===== src/rtl/morse_decoder.sv =====
// Morse decoder: classifies up to five recorded pulse durations as dots/dashes, walks the
// Morse binary tree one symbol per cycle and emits one ASCII character per message.
module morse_decoder #(
    parameter int unsigned WID      = 32,
    parameter int unsigned DASH_MIN = 6,
    parameter int unsigned MAX_DUR  = 30
) (
    input  logic             clk,
    input  logic             reset,
    input  logic             m_end,
    input  logic [5*WID-1:0] durations,
    input  logic             out_ready,
    output logic             out_valid,
    output logic [7:0]       ascii,
    output logic [2:0]       sym_len,
    output logic [4:0]       pattern,
    output logic             err,
    output logic             busy
);

    typedef enum logic [1:0] {StIdle, StScan, StLookup, StDone} state_e;

    state_e             r_state, w_state_d;
    logic               r_mend_q;
    logic [5*WID-1:0]   r_dur, w_dur_d;
    logic [2:0]         r_slot, w_slot_d;
    logic [5:0]         r_idx, w_idx_d;
    logic               r_valid, w_valid_d;
    logic [7:0]         r_ascii, w_ascii_d;
    logic [2:0]         r_len, w_len_d;
    logic [4:0]         r_pat, w_pat_d;
    logic               r_err, w_err_d;

    logic               w_start;
    logic [WID-1:0]     w_cur;
    logic               w_dash;
    logic [7:0]         w_char;
    logic               w_hit;

    assign w_start = m_end & ~r_mend_q;
    // The working copy shifts right one slot per SCAN cycle, so the current slot is always low.
    assign w_cur   = r_dur[WID-1:0];
    assign w_dash  = (w_cur >= WID'(DASH_MIN));

    // Tree index: root = 1, dot -> 2*idx, dash -> 2*idx+1.
    always_comb begin
        w_hit  = 1'b1;
        w_char = 8'h00;
        case (r_idx)
            6'd2:  w_char = 8'h45; // E
            6'd3:  w_char = 8'h54; // T
            6'd4:  w_char = 8'h49; // I
            6'd5:  w_char = 8'h41; // A
            6'd6:  w_char = 8'h4E; // N
            6'd7:  w_char = 8'h4D; // M
            6'd8:  w_char = 8'h53; // S
            6'd9:  w_char = 8'h55; // U
            6'd10: w_char = 8'h52; // R
            6'd11: w_char = 8'h57; // W
            6'd12: w_char = 8'h44; // D
            6'd13: w_char = 8'h4B; // K
            6'd14: w_char = 8'h47; // G
            6'd15: w_char = 8'h4F; // O
            6'd16: w_char = 8'h48; // H
            6'd17: w_char = 8'h56; // V
            6'd18: w_char = 8'h46; // F
            6'd20: w_char = 8'h4C; // L
            6'd22: w_char = 8'h50; // P
            6'd23: w_char = 8'h4A; // J
            6'd24: w_char = 8'h42; // B
            6'd25: w_char = 8'h58; // X
            6'd26: w_char = 8'h43; // C
            6'd27: w_char = 8'h59; // Y
            6'd28: w_char = 8'h5A; // Z
            6'd29: w_char = 8'h51; // Q
            6'd32: w_char = 8'h35; // 5
            6'd33: w_char = 8'h34; // 4
            6'd35: w_char = 8'h33; // 3
            6'd39: w_char = 8'h32; // 2
            6'd47: w_char = 8'h31; // 1
            6'd48: w_char = 8'h36; // 6
            6'd56: w_char = 8'h37; // 7
            6'd60: w_char = 8'h38; // 8
            6'd62: w_char = 8'h39; // 9
            6'd63: w_char = 8'h30; // 0
            default: w_hit = 1'b0;
        endcase
    end

    always_comb begin
        w_state_d = r_state;
        w_dur_d   = r_dur;
        w_slot_d  = r_slot;
        w_idx_d   = r_idx;
        w_valid_d = r_valid;
        w_ascii_d = r_ascii;
        w_len_d   = r_len;
        w_pat_d   = r_pat;
        w_err_d   = r_err;
        unique case (r_state)
            StIdle: begin
                if (w_start) begin
                    w_dur_d   = durations;
                    w_slot_d  = 3'd0;
                    w_idx_d   = 6'd1;
                    w_len_d   = 3'd0;
                    w_pat_d   = 5'd0;
                    w_err_d   = 1'b0;
                    w_state_d = StScan;
                end
            end
            StScan: begin
                if (w_cur == '0) begin
                    w_err_d   = r_err | (r_slot == 3'd0);
                    w_state_d = StLookup;
                end else if (w_cur > WID'(MAX_DUR)) begin
                    w_err_d   = 1'b1;
                    w_state_d = StLookup;
                end else begin
                    w_idx_d  = {r_idx[4:0], w_dash};
                    w_pat_d  = r_pat | (5'(w_dash) << r_slot);
                    w_len_d  = r_len + 3'd1;
                    w_dur_d  = r_dur >> WID;
                    w_slot_d = r_slot + 3'd1;
                    if (r_slot == 3'd4) begin
                        w_state_d = StLookup;
                    end
                end
            end
            StLookup: begin
                if (r_err || !w_hit) begin
                    w_ascii_d = 8'h3F;
                    w_err_d   = 1'b1;
                end else begin
                    w_ascii_d = w_char;
                end
                w_valid_d = 1'b1;
                w_state_d = StDone;
            end
            StDone: begin
                if (out_ready) begin
                    w_valid_d = 1'b0;
                    w_state_d = StIdle;
                end
            end
            default: w_state_d = StIdle;
        endcase
    end

    always_ff @(posedge clk) begin
        if (reset) begin
            r_state  <= StIdle;
            r_mend_q <= 1'b1;  // a level already high out of reset must not count as an edge
            r_dur    <= '0;
            r_slot   <= 3'd0;
            r_idx    <= 6'd1;
            r_valid  <= 1'b0;
            r_ascii  <= 8'h00;
            r_len    <= 3'd0;
            r_pat    <= 5'd0;
            r_err    <= 1'b0;
        end else begin
            r_state  <= w_state_d;
            r_mend_q <= m_end;
            r_dur    <= w_dur_d;
            r_slot   <= w_slot_d;
            r_idx    <= w_idx_d;
            r_valid  <= w_valid_d;
            r_ascii  <= w_ascii_d;
            r_len    <= w_len_d;
            r_pat    <= w_pat_d;
            r_err    <= w_err_d;
        end
    end

    assign out_valid = r_valid;
    assign ascii     = r_ascii;
    assign sym_len   = r_len;
    assign pattern   = r_pat;
    assign err       = r_err;
    assign busy      = (r_state != StIdle);

endmodule


===== config.mk =====
export PLATFORM = sky130hd
export DESIGN_NAME = morse_decoder
export DESIGN_NICKNAME = d
export VERILOG_FILES = /design/src/rtl/morse_decoder.sv
export SDC_FILE = /design/constraint.sdc
export NUM_CORES = 1
export LEC_CHECK = 0
export CAP_MARGIN = 10
export CELL_PAD_IN_SITES_DETAIL_PLACEMENT = 1
export CELL_PAD_IN_SITES_GLOBAL_PLACEMENT = 1
export CORE_ASPECT_RATIO = 0.9
export CORE_UTILIZATION = 39
export DETAILED_ROUTE_END_ITERATION = 6
export GPL_TIMING_DRIVEN = 0
export PLACE_DENSITY = 0.81
export SLEW_MARGIN = 10
export SYNTH_ARGS = -nofsm -noshare
export SYNTH_HDL_FRONTEND = slang
export SYNTH_SLANG_ARGS = --single-unit

===== constraint.sdc =====
create_clock -name clk -period 2.2 [get_ports clk]
set_input_delay 0.44 -clock clk [delete_from_list [all_inputs] [get_ports clk]]
set_output_delay 0.44 -clock clk [all_outputs]
set_load 0.03 [all_outputs]

==> run_results.csv <==
group,metric,value,unit
yosys,asyncSetResetFlopFracSynth,0,%
timing,maxClockFrequency,461,MHz
placement,gp_routability_congestion,0.908,
floorplanning,die_width,160,microns
final_layout,layoutNonFillerInstCount,1409,
timing,maxSlewViolCount,0,
yosys,synthDominantCellAreaShare,43.3,%
final_layout,final.fill_count,2464,
grt,first_global_vias,8032,
clock_network,cts_tree,"done",
floorplanning,fp.dieArea,23000,sq um
clock_network,clkSlewWorstSetupHoldPaths,0.08,ns
final_layout,final_layout_size_suffix_gt1_share,12.3,%
final_layout,post-route-util,53.9,%
worst_setup_path,required_time_at_the_endpoint_of_the_critical_path,2.53,ns
yosys,synthCells,903,
final_layout,syn2layout_area_growth,34.6,%
yosys,yosysMostFrequentCell,"sky130_fd_sc_hd__dfxtp_1",
worst_setup_path,startpoint_type_of_the_worst_setup_path,"register",
clock_network,cts.htree.levels,4,
placement,io_buffers,181,
job,maxCapViolations,0,
worst_setup_path,worst-path-max-fanout,10,
power,total_leakage_power,4.14,nW
floorplanning,floorplan.rows,51,
power,report.power.total,11.4,mW
grt,maximum_number_of_pins_on_one_net_before_global_route_repair,20,
grt,antenna_found_initial,1,
worst_setup_path,crit_path_cell_trace,"nor4_2 > and4_4 > and4_1 > buf_4 > buf_8 > buf_6 > nor3_1 > a211oi_1",
drt,antenna_left,0,
placement,pre_cts_slack,-0.941,ns
yosys,synth.top_cells.by_area,"sky130_fd_sc_hd__dfxtp_1 (43%), sky130_fd_sc_hd__mux2i_1 (15%), sky130_fd_sc_hd__a211oi_1 (12%)",
timing,timing.final.hold_violations,0,
grt,globalRoute.totalOverflow,0,
timing,relative_slew_slack,49.2,%
placement,placed_cells_incl_taps,1375,
floorplanning,die_height,144,microns
final_layout,finalNetCount,1276,
yosys,postSynthAreaPerCell,9.68,sq um
drt,detailedRoute.firstIterationViolations,430,
yosys,postSynthNetCount,1075,
worst_setup_path,crit_path_top_delay_cell,"sky130_fd_sc_hd__nor4_2",
yosys,synth_seq_cells,189,
timing,tns,0,ns
drt,drt-pass1-iter-count,5,
power,power.ir.vdd_worst,0.439,mV
worst_hold_path,worstHoldPathType,"register to register",
yosys,top_cells_by_count_synth,"sky130_fd_sc_hd__dfxtp_1 (189), sky130_fd_sc_hd__a211oi_1 (134), sky130_fd_sc_hd__nor3_1 (134)",
timing,clock_skew,0.0175,ns
clock_network,ctsRootBufferMaster,"sky130_fd_sc_hd__clkbuf_16",
clock_network,cts_buffers,17,
yosys,yosys.area.top_type,"sky130_fd_sc_hd__dfxtp_1",
worst_setup_path,worstSetupPathType,"register to register",
floorplanning,placeableCoreArea,21800,sq um
drt,routed_wire_length_per_instance,20.9,microns
yosys,number_of_different_library_cells_in_the_post_synthesis_netlist,55,
timing,fin_crit,2.17,ns
worst_setup_path,capturing_element_type_of_the_critical_path,"register",
status,run_status,"completed",
floorplanning,boundaryPins,183,
drt,num_vias,7978,
grt,first_pass_grt_wire_length,44800,microns
clock_network,clkSinkCount,189,
drt,finalWirelength,29500,microns
grt,track_usage,25.1,%
placement,hpwlAfterDp,22000,microns
clock_network,clock_insertion_delay_worst_skew,0.44,ns
yosys,syn_area,8740,sq um
worst_setup_path,critical_path.max_stage_delay,0.40,ns
yosys,synth_edf_count,0,
timing,postLayoutSetupSlackWorst,0.0291,ns
yosys,dominant_synthesized_flop_cell,"sky130_fd_sc_hd__dfxtp_1",
timing,finalSetupViolations,0,
floorplanning,initial_cell_density_of_the_core,40.0,%
worst_setup_path,cp.arrival,2.50,ns
yosys,synth_sequential_area_ratio,43.3,%
yosys,ys.warnings.count,0,
timing,worst_slew_pin_slew,0.762,ns
drt,avgViaCountPerCell,5.66,
clock_network,ctsLongestPathBuffers,2,
power,power_per_cell_area,966,nW/um^2
drt,drc_errors,0,
clock_network,hold_buf_cts,0,
timing,final.period_utilization,98.7,%
[stage by stage]
stage               cell area, sq um  hold slack, ns
floorplan                       8740           0.442
global placement               10900           0.455
detailed placement             10900           0.457
CTS                            11600           0.482
global route                   11800           0.492
finish                         11800           0.479
[power by group]
group | internal (mW) | switching (mW) | leakage, nW
clock network | 1.63 | 1.51 | 0.291
logic | 1.76 | 2.02 | 2.31
registers | 4.03 | 0.417 | 1.54
[flip-flops by register name, indices dropped and copies added, names as in the netlist]
register,flops
r_state,2
r_idx,6
out_valid,1
r_dur,160
r_mend_q,1
r_slot,3
sym_len,3
ascii,7
err,1
pattern,5
[what timing repair did]
action	CTS	global route
setup endpoints to repair	183	175
pin swaps	3	16
setup buffers	1	1
resized for setup	39	56
[worst max-delay path: cells and delay by family, from the launching register on]
kind	cells	cell delay [ns]
buffers and inverters	3	0.49
flip-flops	1	0.33
AND/OR/NAND/NOR	4	0.95
AO/OA/AOI/OAI	1	0.28
[cells by family (layout without fill, tap and decap cells)]
| kind of cell | Yosys count | in the layout | synth area share [%] |
|---|---|---|---|
| AND/OR/NAND/NOR | 233 | 233 | 14.3 |
| AO/OA/AOI/OAI | 228 | 228 | 20.1 |
| flip-flops | 189 | 189 | 43.3 |
| multiplexers | 130 | 130 | 14.9 |
| buffers and inverters | 111 | 325 | 5.94 |
| adder cells (fa/ha/maj) | 8 | 8 | 1.15 |
| XOR/XNOR | 3 | 3 | 0.301 |
| other | 1 | 2 | 0.0429 |
[layout make-up]
type                       instances  area, sq um  share of cell area (%)
inverter                          13         48.8                   0.415
buffer                            97          557                    4.73
tap                              291          364                    3.09
clock inverter                    15          166                    1.41
timing repair buffer             183         1830                    15.5
multi-input combinational        603         4590                    39.0
antenna                            1         2.50                  0.0213
sequential                       189         3790                    32.2
clock buffer                      17          425                    3.62
[final timing paths]
check	start	endpoint	slack, ns	cells after the start
worst min-delay path	r_dur[133]$_SDFFE_PP0P_	r_dur[133]$_SDFFE_PP0P_	0.48	1
worst min register to register	r_dur[133]$_SDFFE_PP0P_	r_dur[133]$_SDFFE_PP0P_	0.48	1
worst max register to register	r_dur[8]$_SDFFE_PP0P_	r_dur[25]$_SDFFE_PP0P_	0.03	8
worst max-delay path	r_dur[8]$_SDFFE_PP0P_	r_dur[25]$_SDFFE_PP0P_	0.03	8
[placed cells by master (no fill, tap or decap), types with 9 or more instances in the layout]
cell type / n
sky130_fd_sc_hd__nand2_1: 15
sky130_fd_sc_hd__clkbuf_1: 21
sky130_fd_sc_hd__mux2i_1: 130
sky130_fd_sc_hd__dfxtp_1: 187
sky130_fd_sc_hd__a22o_1: 39
sky130_fd_sc_hd__o21ai_0: 11
sky130_fd_sc_hd__buf_4: 14
sky130_fd_sc_hd__clkbuf_16: 17
sky130_fd_sc_hd__nor4_1: 9
sky130_fd_sc_hd__nor3_1: 132
sky130_fd_sc_hd__clkdlybuf4s50_1: 180
sky130_fd_sc_hd__inv_1: 13
sky130_fd_sc_hd__nor2_1: 13
sky130_fd_sc_hd__a211oi_1: 132
sky130_fd_sc_hd__clkbuf_2: 28
sky130_fd_sc_hd__buf_2: 22
sky130_fd_sc_hd__nand2b_1: 12
[per-layer routing]
metal  GRT usage, %  routed length [microns]  up-vias
met3           4.24                     1180       37
met1           33.7                    13900     3884
li1               -                        -     3871
met2           41.2                    13700      186
met4           8.52                      667        0
met5              0                        0        -
Note: power is estimated with default switching activity, not from simulation.
